[src/rtl/regfile_scoreboard.sv]
`default_nettype none
// ============================================================================
// Module   : regfile_scoreboard
// Brief    : 32 x N register file with two combinational read ports, one
//            writeback port and a per-register pending (scoreboard) bit that
//            is set on issue and cleared on writeback.
//            Optional macro REGFILE_BYPASS_EN adds same-cycle forwarding of
//            writeback data and busy suppression onto the read ports.
// Revision : 1.0 - initial release
// ============================================================================
module regfile_scoreboard #(
  parameter int N = 32
) (
  input  logic         clk,
  input  logic         rst,
  input  logic [4:0]   rd_addr1,
  input  logic [4:0]   rd_addr2,
  output logic [N-1:0] rd_data1,
  output logic [N-1:0] rd_data2,
  input  logic         wr_ena,
  input  logic [4:0]   wr_addr,
  input  logic [N-1:0] wr_data,
  input  logic         issue_ena,
  input  logic [4:0]   issue_addr,
  output logic         rs1_busy,
  output logic         rs2_busy
);

  // Register storage and pending bits, with their next-state values.
  logic [N-1:0] regs_q [32];
  logic [N-1:0] regs_d [32];
  logic [31:0]  pend_q;
  logic [31:0]  pend_d;

  // One-hot decodes of the writeback and issue destinations (x0 excluded).
  logic [31:0]  w_wr_sel;
  logic [31:0]  w_issue_sel;

  assign w_wr_sel[0]    = 1'b0;
  assign w_issue_sel[0] = 1'b0;

  for (genvar gi = 1; gi < 32; gi++) begin : g_dec
    assign w_wr_sel[gi]    = wr_ena    && (wr_addr    == 5'(gi));
    assign w_issue_sel[gi] = issue_ena && (issue_addr == 5'(gi));
  end

  // Next-state: writeback updates data and clears pending; a same-cycle issue
  // to the same register is applied last so the new producer keeps it busy.
  always_comb begin
    for (int i = 0; i < 32; i++) begin
      regs_d[i] = regs_q[i];
    end
    pend_d = pend_q;
    for (int i = 1; i < 32; i++) begin
      if (w_wr_sel[i]) begin
        regs_d[i] = wr_data;
        pend_d[i] = 1'b0;
      end
      if (w_issue_sel[i]) begin
        pend_d[i] = 1'b1;
      end
    end
    regs_d[0] = '0;
    pend_d[0] = 1'b0;
  end

  // State register with synchronous reset taking priority over all updates.
  always_ff @(posedge clk) begin
    if (rst) begin
      for (int i = 0; i < 32; i++) begin
        regs_q[i] <= '0;
      end
      pend_q <= '0;
    end else begin
      for (int i = 0; i < 32; i++) begin
        regs_q[i] <= regs_d[i];
      end
      pend_q <= pend_d;
    end
  end

  // Stored-state read values; x0 is hard-wired to zero and never pending.
  logic [N-1:0] w_rf_data1;
  logic [N-1:0] w_rf_data2;
  logic         w_rf_busy1;
  logic         w_rf_busy2;

  // Combinational 32:1 selection for both read ports.
  always_comb begin
    w_rf_data1 = '0;
    w_rf_data2 = '0;
    w_rf_busy1 = 1'b0;
    w_rf_busy2 = 1'b0;
    if (rd_addr1 != 5'd0) begin
      w_rf_data1 = regs_q[rd_addr1];
      w_rf_busy1 = pend_q[rd_addr1];
    end
    if (rd_addr2 != 5'd0) begin
      w_rf_data2 = regs_q[rd_addr2];
      w_rf_busy2 = pend_q[rd_addr2];
    end
  end

`ifdef REGFILE_BYPASS_EN
  // A writeback in flight to the addressed register is forwarded; the
  // register then reads not-busy unless a new producer issues to it now.
  logic w_fwd1;
  logic w_fwd2;
  logic w_reissue;

  assign w_fwd1    = wr_ena && (wr_addr != 5'd0) && (wr_addr == rd_addr1);
  assign w_fwd2    = wr_ena && (wr_addr != 5'd0) && (wr_addr == rd_addr2);
  assign w_reissue = issue_ena && (issue_addr == wr_addr);

  // Output selection between forwarded and stored values.
  always_comb begin
    rd_data1 = w_rf_data1;
    rd_data2 = w_rf_data2;
    rs1_busy = w_rf_busy1;
    rs2_busy = w_rf_busy2;
    if (w_fwd1) begin
      rd_data1 = wr_data;
      rs1_busy = w_reissue;
    end
    if (w_fwd2) begin
      rd_data2 = wr_data;
      rs2_busy = w_reissue;
    end
  end
`else
  // Without forwarding, reads reflect the state before the coming edge.
  always_comb begin
    rd_data1 = w_rf_data1;
    rd_data2 = w_rf_data2;
    rs1_busy = w_rf_busy1;
    rs2_busy = w_rf_busy2;
  end
`endif

endmodule
`default_nettype wire

[config.mk]
export PLATFORM = sky130hd
export DESIGN_NAME = regfile_scoreboard
export DESIGN_NICKNAME = d
export VERILOG_FILES = /design/src/rtl/regfile_scoreboard.sv
export SDC_FILE = /design/constraint.sdc
export NUM_CORES = 2
export LEC_CHECK = 0
export ABC_CLOCK_PERIOD_IN_PS = 10500
export BUFFER_PORTS_ARGS = -buffer_cell sky130_fd_sc_hd__buf_4
export CORE_UTILIZATION = 42
export DETAILED_ROUTE_END_ITERATION = 10
export GPL_ROUTABILITY_DRIVEN = 0
export HOLD_SLACK_MARGIN = 0.02
export SETUP_SLACK_MARGIN = 0.3
export SYNTH_ARGS = -nofsm -noshare
export SYNTH_HDL_FRONTEND = slang
export SYNTH_SLANG_ARGS = --single-unit
[constraint.sdc]
create_clock -name clk -period 10.5 [get_ports clk]
set_clock_uncertainty 0.15 [all_clocks]
set_input_delay 2.1 -clock clk [delete_from_list [all_inputs] [get_ports clk]]
set_output_delay 2.1 -clock clk [all_outputs]
set_load 0.01 [all_outputs]
==> summary.txt <==
status - complete, no violations
startpoint types - input port
flop-to-flop setup slack - 9660 ps
Hold Crit Depth - 2
post-layout min period - 8040 ps
Worst EP required - 8250 ps
vias per inst - 6.76
Clock transition at path regs - 70 ps
total power - 10.1 mW
cells after synthesis - 3,213
DR WL met2 - 78.5 mm
Routed wire per std cell - 36.0 um
I/O pin total - 122
RSZ-0062 raised after global routing - false
Final ANT Viol Nets - 0
Mean Syn Cell Area - 15.7 um^2
kind of critical path - input port to output pin
vias in the first global route - 33,000
post-CTS setup buffers - 0
Worst Hold Launch - pend_q[29]
TritonCTS Buffers - 105
worst r2r path cells - 2
area post-placement - 53,000 um^2
GRT overflow - 0
die width - 349 um
worst skew pair latency - 690 ps
most common cell after layout, fill and taps aside - edfxtp_1
number of synthesized register bits - 1,023
effective utilization at floorplan - 42.6%
max-slew violation count - 0
vias - 33,300
Seq pwr share - 48.8%
Max Cap Violations - 0
Worst R2R End - pend_q[13]
Leakage - 19.2 nW
clock power share - 37.9%
fmax - 0.124 GHz
Slew HR - 13.3%
met3 routed WL - 23.6 mm
Die Height - 349 um
DR DRC count - 0
post_cts resized - 0
First DRT Iteration DRCs - 4,771
Seq/Total Area, Yosys - 60.2%
post-DP HPWL - 97.5 mm
EDFF count, synth - 992
Worst Slack Setup Final - 2460 ps
ratio of cells with drive above 1 in the final layout - 28.7%
RR Startpoint - pend_q[13]
CTS tree - built
antenna cells - 0
wl on met1 - 67.2 mm
fin nets - 3,290
H-tree levels - 3
fin area - 56,400 um^2
global-route wire length before repair - 247 mm
crit end category - output pin
number of synthesis warnings - 0
pre-CTS WS - 2570 ps
Top Metal Used - met5
root buffer cell - clkbuf_16
Clock Path Buffers - 3
gr usage total - 28.9%
# hold bufs at CTS - 0
Syn Nets - 3,269
count of cell types in the netlist - 49
most frequent cells in the layout - edfxtp_1, nor2_1, mux4_2, mux2i_1, buf_4
Sw Ratio - 25.6%
pwr dens - 178 nW/um^2
final hold vios - 0
Pint - 7.48 mW
WHS Endpoint - pend_q[29]
area occupied by multi-input gates - 18,800 um^2
initial antenna violation count - 7
Synth async-reset ratio - 0%
Top FF cell, synth - edfxtp_1
core area - 119,000 um^2
crit-path max FO - 62
first drt pass iteration count - 6
pin count of the biggest net entering global routing - 101
number of port buffers - 121
Logic pwr share - 13.2%
Area Growth Syn to Fin - 11.7%
Post-Syn Area - 50,500 um^2
type of the most critical hold path - flip-flop to flip-flop
FF+latch area - 30,400 um^2
switching pwr - 2.58 mW
setup TNS - 0 ps
clock sink total - 1,023
VDD IR-drop max - 172 uV
fin crit share - 76.6%
Slew @ Worst Pin - 1300 ps
Arr. time, crit path - 5790 ps
die area - 122,000 um^2
setup violators final - 0
Cell Rows - 126
total wire length - 177 mm
Fill cells - 9,999
-- cell usage after synthesis (all sizes together), types with 24 or more instances --
| library cell | instances | share of area (%) |
|---|---|---|
| o22ai | 54 | 0.67 |
| a22oi | 50 | 0.74 |
| mux2i | 196 | 3.9 |
| a221oi | 29 | 0.50 |
| edfxtp | 992 | 59 |
| o21ai | 35 | 0.35 |
| nand2 | 138 | 1.0 |
| dfxtp | 31 | 1.2 |
| inv | 46 | 0.34 |
| mux4 | 447 | 20 |
| a211o | 33 | 0.57 |
| nor2 | 624 | 4.6 |
| clkbuf | 150 | 1.1 |
| buf | 141 | 1.7 |
| mux2 | 83 | 1.8 |
| nand2b | 24 | 0.30 |
-- critical path: stages --
cell       delay (ps)
buf_6             450
buf_4             600
buf_4             830
mux4_2            430
mux2_2            280
a2bb2oi_1         160
o311ai_0          210
buf_2             260
buf_4             150
buf_4             130
-- metal layers --
| layer | vias up | global-route usage [%] |
|---|---|---|
| li1 | 12800 | - |
| met1 | 17500 | 39.7 |
| met2 | 2544 | 43.1 |
| met3 | 462 | 8.53 |
| met4 | 10 | 11.6 |
| met5 | - | 0 |
-- sequential cells by signal, indices dropped and copies added, names as in the netlist --
name	cells
pend_q	31
regs_q	992
-- power groups by stage --
stage               Clock (mW)  Sequential (mW)  Combinational, mW
global route              3.98             4.93               1.38
global placement             0             4.96               1.30
floorplan                    0             4.93              0.817
finish                    3.81             4.91               1.33
detailed placement           0             4.99               1.31
CTS                       3.83             4.90               1.31
-- per-stage QoR --
step,util (%),instances,hold WS (ps)
3_3_place_gp,44.6,4726,306
5_1_grt,47.5,4924,350
2_1_floorplan,-,3213,289
6_report,47.5,4924,338
4_1_cts,47.5,4924,327
3_5_place_dp,44.6,4727,315
-- how the worst max path moves through the flow --
stage | start | endpoint | depth (start not counted)
after floorplan | rd_addr2[0] | rd_data2[28] | 7
after global placement | rd_addr1[2] | rd_data1[14] | 9
after detailed placement | rd_addr1[2] | rd_data1[14] | 10
after CTS | rd_addr1[2] | rd_data1[14] | 10
after global routing | rd_addr1[2] | rd_data1[14] | 10
final | rd_addr1[2] | rd_data1[14] | 10
-- area by class of cell --
type,instances,area share [%]
inverter,46,0.308
clock buffer,122,4.90
clock inverter,75,1.22
tap,1600,3.55
sequential,1023,53.9
multi-input combinational,1853,33.3
timing repair buffer,205,2.88
-- cells by family after synthesis --
| group | Yosys count | synth area share, % |
|---|---|---|
| flops | 1023 | 60.2 |
| simple gates | 820 | 6.37 |
| mux | 726 | 25.7 |
| buf+inv | 337 | 3.14 |
| compound gates | 307 | 4.59 |
Power figures use the tool's default switching activity.
